File: src/rtl/mci_pkg.sv
// -----------------------------------------------------------------------------
// mci_pkg
// Shared types and constants for the MCI watchdog block.
//   WDT_TIMEOUT_PERIOD_NUM_DWORDS : default period/counter width in 32-bit dwords
//   mci_wdt_state_e               : per-channel watchdog state
// -----------------------------------------------------------------------------
package mci_pkg;

    localparam int WDT_TIMEOUT_PERIOD_NUM_DWORDS = 2;

    // Encodings 0/1/2 are all one-hot-or-zero, so a stray 2'b11 is detectable.
    typedef enum logic [1:0] {
        WDT_IDLE,
        WDT_COUNT,
        WDT_EXPIRED
    } mci_wdt_state_e;

endpackage

File: src/rtl/mci_wdt_timer.sv
// -----------------------------------------------------------------------------
// mci_wdt_timer
// One watchdog channel: state machine, W-bit up-counter, one-cycle timeout
// pulse and sticky timeout status.
//   clk, rst_b    : clock, synchronous active-low reset
//   arm           : channel may count (enable already combined with chaining)
//   restart       : clear the counter while counting
//   serviced      : clear sticky status; leaves EXPIRED when still armed
//   period        : live expiry threshold (count >= period expires)
//   state_nxt     : next state, used by the top level to arm the next channel
//   timeout_p     : one-cycle pulse on entry to EXPIRED
//   timeout_sts   : sticky status, set on expiry
//   count         : live counter value
// -----------------------------------------------------------------------------
module mci_wdt_timer
    import mci_pkg::*;
#(
    parameter int W = 64
) (
    input  logic           clk,
    input  logic           rst_b,
    input  logic           arm,
    input  logic           restart,
    input  logic           serviced,
    input  logic [W-1:0]   period,
    output mci_wdt_state_e state_nxt,
    output logic           timeout_p,
    output logic           timeout_sts,
    output logic [W-1:0]   count
);

    mci_wdt_state_e state_q, state_d;
    logic [W-1:0]   count_q, count_d;
    logic           pulse_q, pulse_d;
    logic           sts_q,   sts_d;

    always_comb begin
        state_d = state_q;
        count_d = count_q;
        pulse_d = 1'b0;
        sts_d   = sts_q;

        // Service clears status in every state; an expiry below overrides it.
        if (serviced) begin
            sts_d = 1'b0;
        end

        case (state_q)
            WDT_IDLE: begin
                count_d = '0;
                if (arm) begin
                    state_d = WDT_COUNT;
                end
            end
            WDT_COUNT: begin
                if (!arm) begin
                    state_d = WDT_IDLE;
                    count_d = '0;
                end else if (restart) begin
                    count_d = '0;
                end else if (count_q >= period) begin
                    // The >= compare also bounds the counter: with period at
                    // its maximum the channel expires at count == 2^W-1.
                    state_d = WDT_EXPIRED;
                    pulse_d = 1'b1;
                    sts_d   = 1'b1;
                end else begin
                    count_d = count_q + W'(1);
                end
            end
            WDT_EXPIRED: begin
                // Count holds for readback; restart has no effect here.
                if (!arm) begin
                    state_d = WDT_IDLE;
                    count_d = '0;
                end else if (serviced) begin
                    state_d = WDT_COUNT;
                    count_d = '0;
                end
            end
            default: begin
                state_d = WDT_IDLE;
                count_d = '0;
            end
        endcase
    end

    always_ff @(posedge clk) begin
        if (!rst_b) begin
            state_q <= WDT_IDLE;
            count_q <= '0;
            pulse_q <= 1'b0;
            sts_q   <= 1'b0;
        end else begin
            state_q <= state_d;
            count_q <= count_d;
            pulse_q <= pulse_d;
            sts_q   <= sts_d;
        end
    end

    assign state_nxt   = state_d;
    assign timeout_p   = pulse_q;
    assign timeout_sts = sts_q;
    assign count       = count_q;

    a_state_legal: assert property (@(posedge clk) disable iff (!rst_b)
        $onehot0(state_q));

    a_pulse_single: assert property (@(posedge clk) disable iff (!rst_b)
        timeout_p |=> !timeout_p);

endmodule

File: src/rtl/mci_wdt_multi.sv
// -----------------------------------------------------------------------------
// mci_wdt_multi
// N-channel watchdog for the MCI CSR bank with optional cascade chaining.
//   clk, rst_b           : clock, synchronous active-low reset
//   cascade_mode         : 1 = channel i arms only once channel i-1 expired
//   timer_en             : per-channel enable level
//   timer_restart        : per-channel restart pulse
//   timer_timeout_period : per-channel period, dword 0 is least significant
//   timeout_serviced     : per-channel status clear / re-arm pulse
//   timeout_p            : per-channel one-cycle timeout pulse
//   timeout_sts          : per-channel sticky timeout status
//   timer_count          : per-channel live counter
//   fatal_o              : last channel expired while cascaded (sticky)
// -----------------------------------------------------------------------------
module mci_wdt_multi
    import mci_pkg::*;
#(
    parameter int NUM_TIMERS    = 2,
    parameter int PERIOD_DWORDS = WDT_TIMEOUT_PERIOD_NUM_DWORDS
) (
    input  logic                                            clk,
    input  logic                                            rst_b,
    input  logic                                            cascade_mode,
    input  logic [NUM_TIMERS-1:0]                           timer_en,
    input  logic [NUM_TIMERS-1:0]                           timer_restart,
    input  logic [NUM_TIMERS-1:0][PERIOD_DWORDS-1:0][31:0]  timer_timeout_period,
    input  logic [NUM_TIMERS-1:0]                           timeout_serviced,
    output logic [NUM_TIMERS-1:0]                           timeout_p,
    output logic [NUM_TIMERS-1:0]                           timeout_sts,
    output logic [NUM_TIMERS-1:0][32*PERIOD_DWORDS-1:0]     timer_count,
    output logic                                            fatal_o
);

    localparam int W = 32 * PERIOD_DWORDS;

    logic mode_q, mode_d;
    logic fatal_q, fatal_d;
    logic last_exp_q, last_exp_d;
    logic mode_chg;

    // Any change of cascade_mode seen against the registered copy holds the
    // downstream channels idle for one cycle so they restart cleanly.
    assign mode_chg = cascade_mode ^ mode_q;

    for (genvar gi = 0; gi < NUM_TIMERS; gi++) begin : g_ch
        logic           arm;
        mci_wdt_state_e state_nxt;

        if (gi == 0) begin : g_head
            assign arm = timer_en[0];
        end else begin : g_link
            // Chaining looks at the previous channel's next state, so channel
            // i starts counting on the same edge channel i-1 expires, and
            // drops on the same edge channel i-1 is serviced.
            assign arm = timer_en[gi] && !mode_chg &&
                         (!cascade_mode || (g_ch[gi-1].state_nxt == WDT_EXPIRED));
        end

        mci_wdt_timer #(
            .W (W)
        ) u_timer (
            .clk         (clk),
            .rst_b       (rst_b),
            .arm         (arm),
            .restart     (timer_restart[gi]),
            .serviced    (timeout_serviced[gi]),
            .period      (timer_timeout_period[gi]),
            .state_nxt   (state_nxt),
            .timeout_p   (timeout_p[gi]),
            .timeout_sts (timeout_sts[gi]),
            .count       (timer_count[gi])
        );
    end

    always_comb begin
        mode_d     = cascade_mode;
        last_exp_d = (g_ch[NUM_TIMERS-1].state_nxt == WDT_EXPIRED);
        fatal_d    = fatal_q;
        // Entry into EXPIRED of the last channel: expired next, not expired now.
        if (cascade_mode && last_exp_d && !last_exp_q) begin
            fatal_d = 1'b1;
        end
    end

    always_ff @(posedge clk) begin
        // The mode copy tracks through reset so leaving reset with cascade
        // already selected is not seen as a change.
        mode_q <= mode_d;
        if (!rst_b) begin
            fatal_q    <= 1'b0;
            last_exp_q <= 1'b0;
        end else begin
            fatal_q    <= fatal_d;
            last_exp_q <= last_exp_d;
        end
    end

    assign fatal_o = fatal_q;

    a_fatal_cascade: assert property (@(posedge clk) disable iff (!rst_b)
        $rose(fatal_o) |-> $past(cascade_mode));

endmodule
File: config.mk
export PLATFORM = sky130hd
export DESIGN_NAME = mci_wdt_multi
export DESIGN_NICKNAME = d
export VERILOG_FILES = /design/src/rtl/mci_pkg.sv /design/src/rtl/mci_wdt_timer.sv /design/src/rtl/mci_wdt_multi.sv
export SDC_FILE = /design/constraint.sdc
export NUM_CORES = 1
export LEC_CHECK = 0
export BUFFER_PORTS_ARGS = -buffer_cell sky130_fd_sc_hd__buf_2
export CORE_MARGIN = 5
export CORE_UTILIZATION = 45
export CTS_BUF_LIST = sky130_fd_sc_hd__clkbuf_2 sky130_fd_sc_hd__clkbuf_4 sky130_fd_sc_hd__clkbuf_8
export CTS_CLUSTER_SIZE = 20
export DETAILED_ROUTE_END_ITERATION = 8
export HOLD_SLACK_MARGIN = 0.08
export PLACE_DENSITY = 0.73
export RECOVER_POWER = 100
export REMOVE_ABC_BUFFERS = 1
export SYNTH_ARGS = -nofsm -noshare
export SYNTH_HDL_FRONTEND = slang
export SYNTH_SLANG_ARGS = --single-unit
File: constraint.sdc
create_clock -name clk -period 3.31 [get_ports clk]
set_input_delay 0.662 -clock clk [delete_from_list [all_inputs] [get_ports clk]]
set_output_delay 0.662 -clock clk [all_outputs]
set_load 0.05 [all_outputs]
==> impl_summary.txt <==
----------------------------------------------------
[Global routing]
  Antenna violations before repair ... 2
  Global router's overall resource usage ... approximately a quarter
  Largest net degree at the start of global routing ... 60
  Via count of the first global-routing pass ... roughly 11000
  Remaining global-route overflow ... 0
  Global-route wire length before repair ... approximately 54000 um

[Finish]
  Fin nets ... about 2000
  Post-Layout Cell Count ... between 2000 and 2500
  Number of fill cells ... around 2300
  Layout overhead on the synthesized area ... 28.3%
  Final non-filler cell area ... between 10000 and 15000 um^2
  Share of layout cells above drive strength 1 ... between 20% and 30%

[Placed design]
  GPL Wtd Cong ... 0.949
  Post-placement setup slack ... -0.393 ns
  Port buffer count ... ~270
  Half-perimeter wire length of the detailed placement result ... between 20000 and 30000 um
  Number of placed instances, taps included ... 2042
  Cell area reported after detailed placement ... 13600 um^2

[Yosys]
  Synth top area cells ... sky130_fd_sc_hd__dfxtp_1 26%, sky130_fd_sc_hd__ha_1 15%, sky130_fd_sc_hd__inv_1 5.1%, sky130_fd_sc_hd__a21oi_1 4.4%, sky130_fd_sc_hd__nand3_1 4.3%
  Mean instance size in the synthesized netlist ... slightly below 8 um^2
  Fraction of post-synthesis cell area in the top cell type by area ... between 20% and 30%
  Fraction of the yosys area taken by sequential cells ... between 20% and 30%
  Total standard cell area after synthesis ... 10800 um^2
  Number of storage elements in the synthesis netlist ... ~140
  Main synth FF type ... sky130_fd_sc_hd__dfxtp_1
  Most instantiated library cell after synthesis ... sky130_fd_sc_hd__inv_1
  Synth cell types ... 67
  Count of mapped cells out of synthesis ... approximately 1400
  Ranking of synthesized cells by instance count ... 147 x sky130_fd_sc_hd__inv_1, 139 x sky130_fd_sc_hd__dfxtp_1, 130 x sky130_fd_sc_hd__ha_1
  Yosys warning total ... 0
  Proportion of synthesized flip-flops having asynchronous set or reset ... 0%
  Top cell type by total area after synthesis ... sky130_fd_sc_hd__dfxtp_1
  Number of synthesized flops with an enable pin ... 0

[Critical path]
  Delay of the slowest cell on the worst path ... around 0.41 ns
  Worst R2R Path Depth ... 12
  Endpoint kind of the worst setup timing path ... flop
  Data arrival, critical path ... 3.53 ns
  Critical path data required time ... about 3.7 ns
  Startpoint type of the worst setup path ... flop
  Category of the most critical setup path ... flop to flop
  Most common cell type on the critical path ... sky130_fd_sc_hd__nand4_1
  Series of cell instances along the critical path ... ha_1 > nand4_1 > nor4_1 > buf_4 > nand4_1 > a311o_1 > a31oi_4 > a221o_4 > buf_12 > clkbuf_4 > a21oi_1 > mux2i_1
  CP max stage cell ... sky130_fd_sc_hd__a311o_1
  Max Fanout on Critical Path ... 27

[Timing]
  Sum of negative setup slack ... 0 ns
  Final Setup Violations ... 0
  Least setup slack across all paths after layout ... around 0.11 ns
  Share of the cycle needed by the critical path after routing ... a little over nine tenths
  Final hold violations ... 0
  Slew at the pin closest to its max-slew limit ... roughly 0.72 ns
  Peak clock frequency supported by timing ... between 0.3 and 0.4 GHz
  Max-slew violations ... 0
  Clock Skews ... around 0.019 ns
  Slew HR ... just over 50%
  Unrepaired setup endpoints after global routing ... no
  Minimum period implied by the final worst setup slack ... between 3 and 4 ns

[Clocking]
  Clock Pin Slew Worst Setup and Hold Paths ... 0.09 ns
  Buffer levels on the longest clock path ... 2
  Post-cts sizing count ... 0
  Number of post-CTS setup repair buffers ... 0
  Number of clock sinks ... around 140
  Htree depth ... 4
  CTS tree ... yes
  Cts hold-fix bufs ... 0
  Num CTS Buffers ... 17
  Root buffer selected by CTS ... sky130_fd_sc_hd__clkbuf_8
  Clock insertion delay at the later pin of the skew report ... about 0.46 ns

[Die]
  DIE HEIGHT ... between 150 and 200 um
  I/O pin count ... 270
  Initial core utilization ... between 40% and 50%
  Width of the die ... 165 um
  Area of the die ... around 27000 um^2
  Core ar. ... 23500 um^2
  Total number of placement rows ... 56

[Detailed routing]
  DR vias/cell ... 5.56
  Number of search-and-repair iterations in the first detailed-routing pass ... 5
  Via count ... approximately 12000
  Post-detailed-route DRC marker count ... 0
  Detailed-route wire length per cell ... approximately 16 um
  DRT iter0 DRCs ... 841
  ANT nets after route ... 0
  Routed Wire Length ... around 34000 um

[Min path]
  Type of the worst min-delay path ... primary input to flop
  Cells on Worst Hold Path ... 2

[Pwr]
  Cell area power density ... between 200 and 300 nW/um^2
  Overall power ... between 3000 and 4000 uW
  Leakage power ... ~0.006 uW
  Highest ir drop seen on vdd ... just under 200 uV

[Run]
  Max Cap Violations ... 0

[Run status]
  Run status ... finished, final reports clean

----------------------------------------------------
final cells by class:
type	instances	area [um^2]	share of cell area, %
inverter	147	552	3.99
clock buffer	18	248	1.79
multi-input combinational	1003	7180	51.9
tap	319	399	2.88
antenna	1	2.50	0.0181
clock inverter	14	193	1.39
sequential	139	2790	20.1
timing repair buffer	434	2470	17.9
worst paths after layout:
check	startpoint	endpoint	slack, ns
worst max-delay path	g_ch[0].u_timer.count[63]	g_ch[1].u_timer.count[53]	0.11
worst min-delay path	timeout_serviced[1]	g_ch[1].u_timer.timeout_sts	0.43
worst max register to register	g_ch[0].u_timer.count[63]	g_ch[1].u_timer.count[53]	0.11
worst min register to register	g_ch[0].u_timer.timeout_sts	g_ch[0].u_timer.timeout_sts	0.49
registers in the layout (all words and copies together), names as in the netlist:
| signal | cells |
|---|---|
| g_ch.u_timer.count | 128 |
| g_ch.u_timer.state_q | 4 |
| g_ch.u_timer.timeout_sts | 2 |
| g_ch.u_timer.timeout_p | 2 |
| fatal_o | 1 |
| last_exp_q | 1 |
| mode_q | 1 |
power breakdown:
part	internal, uW	switching, uW
Sequential	1670	1.57
Clock	845	727
Combinational	139	152
Total	2660	880
logic make-up (layout without fill, tap and decap cells):
group | Yosys count | count (layout) | share of synthesized area (%)
AND/OR/NAND/NOR | 544 | 544 | 28.1
AO/OA/AOI/OAI | 237 | 237 | 14.7
buffers and inverters | 218 | 613 | 8.27
flip-flops | 139 | 139 | 25.8
adder cells (fa/ha/maj) | 130 | 130 | 15.1
XOR/XNOR | 46 | 46 | 3.74
multiplexers | 46 | 46 | 4.27
other | 0 | 1 | 0
critical path, delay by kind of cell (launching register included):
| family | cells | cell delay (ns) |
|---|---|---|
| AOI/OAI and AO/OA | 4 | 0.98 |
| DFF | 1 | 0.34 |
| adders and majority gates | 1 | 0.32 |
| and+or+nand+nor | 3 | 0.68 |
| buffers and inverters | 3 | 0.62 |
| muxes | 1 | 0.12 |
layout by cell type (no fill, tap or decap), types with 42 or more instances in the layout:
cell type / netlist / final
sky130_fd_sc_hd__nor2_1: 97 / 97
sky130_fd_sc_hd__dfxtp_1: 139 / 137
sky130_fd_sc_hd__a21oi_1: 95 / 95
sky130_fd_sc_hd__ha_1: 130 / 130
sky130_fd_sc_hd__nand2_1: 88 / 88
sky130_fd_sc_hd__nand4_1: 42 / 42
sky130_fd_sc_hd__o21ai_0: 44 / 43
sky130_fd_sc_hd__buf_2: 11 / 137
sky130_fd_sc_hd__clkbuf_1: 44 / 139
sky130_fd_sc_hd__inv_1: 147 / 147
sky130_fd_sc_hd__nand3_1: 93 / 93
sky130_fd_sc_hd__mux2i_1: 46 / 46
sky130_fd_sc_hd__xnor2_1: 44 / 44
sky130_fd_sc_hd__buf_4: 12 / 141
metal layers:
metal  wire, um  GRT usage (%)
met2      15500           39.8
met5         13              0
met3       2020           3.57
met4       1160           9.72
met1      14900           31.9
through the flow:
step                      hold slack, ns  utilization, %
after detailed placement           0.481            57.6
final                              0.434            58.8
after floorplan                    0.481               -
after global placement             0.472            57.6
after global routing               0.408            58.8
after CTS                          0.368            59.4
(Power assumes the default switching activity.)
